File: src/rtl/uart_tx_pkg.sv
// Shared UART definitions: frame defaults and FSM state encoding, common to uart_tx and uart_rx.
package uart_tx_pkg;

  localparam int UART_DEFAULT_DATA_LENGTH = 8;
  localparam int UART_DEFAULT_BAUD_COUNTS = 521;

  typedef enum logic [1:0] {
    IDLE  = 2'd0,
    START = 2'd1,
    DATA  = 2'd2,
    STOP  = 2'd3
  } uart_state_e;

endpackage

File: src/rtl/uart_baud_counter.sv
// Bit-period timer: counts 0..COUNTS_PER_BIT-1 and pulses tick_o on the last count of each period.
module uart_baud_counter
  import uart_tx_pkg::*;
#(
  parameter int COUNTS_PER_BIT = UART_DEFAULT_BAUD_COUNTS,
  parameter int COUNTER_WIDTH  = 10
) (
  input  logic clk_i,
  input  logic reset_i,
  input  logic clear_i,
  output logic tick_o
);

  logic [COUNTER_WIDTH-1:0] cnt_q, cnt_d;

  assign tick_o = (cnt_q == COUNTER_WIDTH'(COUNTS_PER_BIT - 1));

  // Wrapping on tick keeps every bit period exactly COUNTS_PER_BIT clocks long.
  always_comb begin
    cnt_d = cnt_q + COUNTER_WIDTH'(1);
    if (clear_i || tick_o) begin
      cnt_d = '0;
    end
  end

  always_ff @(posedge clk_i) begin
    if (reset_i) begin
      cnt_q <= '0;
    end else begin
      cnt_q <= cnt_d;
    end
  end

endmodule

File: src/rtl/uart_tx.sv
// 8N1 UART transmitter: start bit, LSB-first data bits, stop bit, all outputs registered.
// Handshake: start_strb_i is a one-cycle request, accepted only while busy_o is low.
module uart_tx
  import uart_tx_pkg::*;
#(
  parameter int UART_DATA_LENGTH           = UART_DEFAULT_DATA_LENGTH,
  parameter int TX_COUNTER_BITWIDTH        = 3,
  parameter int BAUD_COUNTS_PER_BIT        = UART_DEFAULT_BAUD_COUNTS,
  parameter int BAUD_RATE_COUNTER_BITWIDTH = 10
) (
  input  logic                        clk_i,
  input  logic                        reset_i,
  input  logic [UART_DATA_LENGTH-1:0] data_i,
  input  logic                        start_strb_i,
  output logic                        tx_o,
  output logic                        busy_o,
  output logic                        done_strb_o
);

  uart_state_e                    state_q, state_d;
  logic [UART_DATA_LENGTH-1:0]    shift_q, shift_d, shift_shr;
  logic [TX_COUNTER_BITWIDTH-1:0] idx_q, idx_d;
  logic                           tx_q, tx_d;
  logic                           busy_q, busy_d;
  logic                           done_q, done_d;
  logic                           baud_tick;
  logic                           baud_clear;

  // Counter is held at zero while idle so the start bit gets a full period.
  assign baud_clear = (state_q == IDLE);

  uart_baud_counter #(
    .COUNTS_PER_BIT (BAUD_COUNTS_PER_BIT),
    .COUNTER_WIDTH  (BAUD_RATE_COUNTER_BITWIDTH)
  ) u_baud (
    .clk_i   (clk_i),
    .reset_i (reset_i),
    .clear_i (baud_clear),
    .tick_o  (baud_tick)
  );

  assign shift_shr = shift_q >> 1;

  // Outputs are computed from the next state so tx_o/busy_o/done_strb_o come straight off flops.
  always_comb begin
    state_d = state_q;
    shift_d = shift_q;
    idx_d   = idx_q;
    tx_d    = 1'b1;
    busy_d  = 1'b1;
    done_d  = 1'b0;
    unique case (state_q)
      IDLE: begin
        busy_d = 1'b0;
        if (start_strb_i) begin
          state_d = START;
          shift_d = data_i;
          idx_d   = '0;
          tx_d    = 1'b0;
          busy_d  = 1'b1;
        end
      end
      START: begin
        tx_d = 1'b0;
        if (baud_tick) begin
          state_d = DATA;
          idx_d   = '0;
          tx_d    = shift_q[0];
        end
      end
      DATA: begin
        tx_d = shift_q[0];
        if (baud_tick) begin
          shift_d = shift_shr;
          if (idx_q == TX_COUNTER_BITWIDTH'(UART_DATA_LENGTH - 1)) begin
            state_d = STOP;
            tx_d    = 1'b1;
          end else begin
            idx_d = idx_q + TX_COUNTER_BITWIDTH'(1);
            tx_d  = shift_shr[0];
          end
        end
      end
      STOP: begin
        if (baud_tick) begin
          state_d = IDLE;
          busy_d  = 1'b0;
          done_d  = 1'b1;
        end
      end
      default: begin
        state_d = IDLE;
        busy_d  = 1'b0;
      end
    endcase
  end

  always_ff @(posedge clk_i) begin
    if (reset_i) begin
      state_q <= IDLE;
      shift_q <= '0;
      idx_q   <= '0;
      tx_q    <= 1'b1;
      busy_q  <= 1'b0;
      done_q  <= 1'b0;
    end else begin
      state_q <= state_d;
      shift_q <= shift_d;
      idx_q   <= idx_d;
      tx_q    <= tx_d;
      busy_q  <= busy_d;
      done_q  <= done_d;
    end
  end

  assign tx_o        = tx_q;
  assign busy_o      = busy_q;
  assign done_strb_o = done_q;

endmodule

File: config.mk
export PLATFORM = sky130hd
export DESIGN_NAME = uart_tx
export DESIGN_NICKNAME = d
export VERILOG_FILES = /design/src/rtl/uart_tx_pkg.sv /design/src/rtl/uart_baud_counter.sv /design/src/rtl/uart_tx.sv
export SDC_FILE = /design/constraint.sdc
export NUM_CORES = 1
export LEC_CHECK = 0
export ABC_AREA = 1
export CORE_AREA = 2 2 64 66
export DETAILED_ROUTE_END_ITERATION = 8
export DIE_AREA = 0 0 66 68
export PLACE_DENSITY = 0.59
export SLEW_MARGIN = 5
export SYNTH_ARGS = -nofsm -noshare
export SYNTH_HDL_FRONTEND = slang
export SYNTH_HIERARCHICAL = 1
export SYNTH_SLANG_ARGS = --single-unit
File: constraint.sdc
create_clock -name clk_i -period 2 [get_ports clk_i]
set_clock_uncertainty 0.2 [all_clocks]
set_input_delay 0.3 -clock clk_i [delete_from_list [all_inputs] [get_ports clk_i]]
set_output_delay 0.3 -clock clk_i [all_outputs]
set_load 0.005 [all_outputs]
==> impl_metrics.ini <==
[finish]
antenna-diode-count = 0
most_frequent_cells_in_the_layout = sky130_fd_sc_hd__nand2_1 (69), sky130_fd_sc_hd__dfxtp_1 (25), sky130_fd_sc_hd__inv_1 (24), sky130_fd_sc_hd__nor2_1 (21), sky130_fd_sc_hd__clkdlybuf4s50_1 (13)
nNetsFinal = 243
layout.cells.non_filler = 271
final_layout_size_suffix_gt1_frac = 0.131
layout.cells.most_common = sky130_fd_sc_hd__nand2_1
area_growth_synth_to_finish_pct = 19.1
fillCellCount = 422

[setup_path]
critPathLaunchType = register
critPathMaxFanout = 5
crit_path_end_kind = register
cp.required_ns = 1.97
crit_arrival_ns = 1.81
r2r_cells = 13
timing.setup.critical_path_class = reg -> reg

[cts]
cts_tree = built
numClockSinks = 26
htreeDepth = 1
clock_input_transition_at_the_sequential_cells_of_the_worst_setup_and_hold_paths_ns = 0.10
cts.path.max_buffers = 2
clock_latency_reported_for_the_late_side_of_the_worst_skew_pair_ns = 0.27
number_of_cts_inserted_buffers = 3
cts_hold_buf = 0
cts-root-buf = sky130_fd_sc_hd__clkbuf_8

[sta]
timing_hold_violations_final = 0
post_route_minimum_period_ns = 1.84
fin_tns_setup_ns = 0
achievable-frequency_mhz = 544
max_slew.worst_pin.slew_ns = 0.230
rsz0062_at_grt = true
finalMaxSlewViolations = 0
period_share = 0.920
final_hold_slack_ns = 0.252
slew_headroom = 0.846
report.final.setup_viol = 0

[pwr]
post-layout-total-power_uw = 1970
pwr-share-seq = 0.363
netSwitchingPower_uw = 742
cellPowerDensity_mw_per_mm2 = 1150
sw_frac_of_total = 0.377
cell_internal_pwr_uw = 1220
pwr-share-clk = 0.223
comb_power_share = 0.413
ir_worst_vdd_v = 0.000472
p_leak_uw = 0.000749

[run_status]
outcome = finished clean

[logic_synthesis]
syn-num-nets = 224
postSynth.asyncResetShare = 0
yosys-top-cells-area = sky130_fd_sc_hd__dfxtp_1 (36%), sky130_fd_sc_hd__nand2_1 (18%), sky130_fd_sc_hd__ha_1 (8.7%)
count_of_distinct_cell_types_in_the_synthesized_netlist = 23
yosysSeqAreaShare = 0.361
synth.largest_area_cell = sky130_fd_sc_hd__dfxtp_1
number_of_warnings_printed_during_yosys_synthesis = 6
synth_top_area_share = 0.361
syn-cell-area_sq_mm = 0.00144
synthFlopType = sky130_fd_sc_hd__dfxtp_1
synth_edf_count = 0
syn-instance-count = 203
post_synth.cell_area_avg_sq_um = 7.10
synth.ff_latch_count = 26

[floorplan]
ios = 14
die_width_um = 66
core.rowCount = 23
initial_core_utilization = 0.374
design.core.area_sq_mm = 0.00386
die_area_sq_mm = 0.00449
dieHeight_um = 68

[global_routing]
grt-ovfl-total = 0
grt_first_pass_wirelength_mm = 4.73
vias_in_the_first_global_route = 1101
antenna_found_initial = 0
grt_max_degree = 16
grt_util_all_layers = 0.135

[route]
detail_route.drc_violations = 0
dr.first_iter.drc_count = 40
wire_per_inst_um = 10.1
totalWireLength_mm = 2.74
via_count = 1206
drtPass1Iterations = 4
via_per_inst = 4.45
post_route_antenna_net_violation_count = 0

[placement]
numPlacedInstances = 265
io_buffers = 13
gp_routability_congestion = 0.740
detailed_place_hpwl_mm = 2.13

[flow_run]
max_cap_violations = 0

[min_path]
hp-class = reg -> reg
hold_path_depth = 2
==> cell families after synthesis <==
family / Yosys count / synth area share
buf+inv: 32 / 0.0911
xor+xnor: 5 / 0.0304
compound gates: 18 / 0.0694
flops: 26 / 0.361
fa+ha+maj: 10 / 0.0868
simple gates: 112 / 0.361
==> through the flow <==
stage	utilization	worst slack (ns)	area, sq um
CTS	0.440	0.0300	1700
finish	0.445	0.160	1720
global placement	0.422	0.126	1630
detailed placement	0.422	0.0523	1630
global route	0.445	-0.00748	1720
floorplan	-	0.292	1440
==> path summary, 6_finish.rpt <==
check | start | to | slack (ns)
max | u_baud/cnt_q[0] | idx_q[0] | 0.16
min | shift_q[5] | shift_q[5] | 0.25
max reg2reg | u_baud/cnt_q[0] | idx_q[0] | 0.16
min reg2reg | shift_q[5] | shift_q[5] | 0.25
==> cell type report <==
class	instances	area (sq um)	area share
Tap cell	50	62.6	0.0364
Inverter	29	109	0.0634
Clock buffer	3	41.3	0.0241
Clock inverter	1	30.0	0.0175
Sequential cell	26	522	0.304
Timing Repair Buffer	17	160	0.0933
Multi-Input combinational cell	145	792	0.461
==> synth_stat cells, types with 3 or more instances <==
master and instances:
sky130_fd_sc_hd__a21oi_1 11, sky130_fd_sc_hd__dfxtp_1 26, sky130_fd_sc_hd__ha_1 10, sky130_fd_sc_hd__inv_1 25
sky130_fd_sc_hd__inv_2 4, sky130_fd_sc_hd__nand2_1 69, sky130_fd_sc_hd__nand3_1 6, sky130_fd_sc_hd__nand3_2 4
sky130_fd_sc_hd__nand4_1 4, sky130_fd_sc_hd__nor2_1 21, sky130_fd_sc_hd__o21ai_0 4, sky130_fd_sc_hd__xor2_1 3
==> per-layer routing <==
metal / wire (um) / vias to the layer above / global-route usage / part of all wire
met3: 74 / 5 / 0.0214 / 0.027
li1: - / 659 / - / -
met1: 1310 / 528 / 0.167 / 0.48
met4: 28 / 0 / 0.0383 / 0.010
met5: 0 / - / 0 / 0
met2: 1330 / 14 / 0.245 / 0.48
==> registers in the layout, indices dropped and copies added, names as in the netlist <==
signal / cells
shift_q: 8
state_q: 2
busy_o: 1
tx_o: 1
u_baud/cnt_q: 10
idx_q: 3
done_strb_o: 1
==> worst max-delay path: stages (launching register included) <==
cell	delay, ns
sky130_fd_sc_hd__dfxtp_2	0.35
sky130_fd_sc_hd__inv_1	0.05
sky130_fd_sc_hd__ha_1	0.15
sky130_fd_sc_hd__nand2_1	0.06
sky130_fd_sc_hd__nor2_1	0.10
sky130_fd_sc_hd__nand3_2	0.11
sky130_fd_sc_hd__inv_2	0.10
sky130_fd_sc_hd__inv_2	0.06
sky130_fd_sc_hd__nand2_2	0.09
sky130_fd_sc_hd__nand2_1	0.07
sky130_fd_sc_hd__nor2_2	0.18
sky130_fd_sc_hd__nand3_1	0.09
sky130_fd_sc_hd__nand2_1	0.07
sky130_fd_sc_hd__nor2_1	0.04
==> power by group through the flow <==
stage	Combinational (uW)	Sequential (uW)	Clock, uW
after floorplan	626	709	0
after global placement	799	722	0
final	813	715	439
after CTS	814	715	445
after global routing	941	732	464
after detailed placement	811	727	0
==> repair_timing <==
action,CTS,global route
endpoints found under the setup margin,0,12
gates resized for setup,0,3
setup buffers,0,2
(Power assumes the default switching activity.)
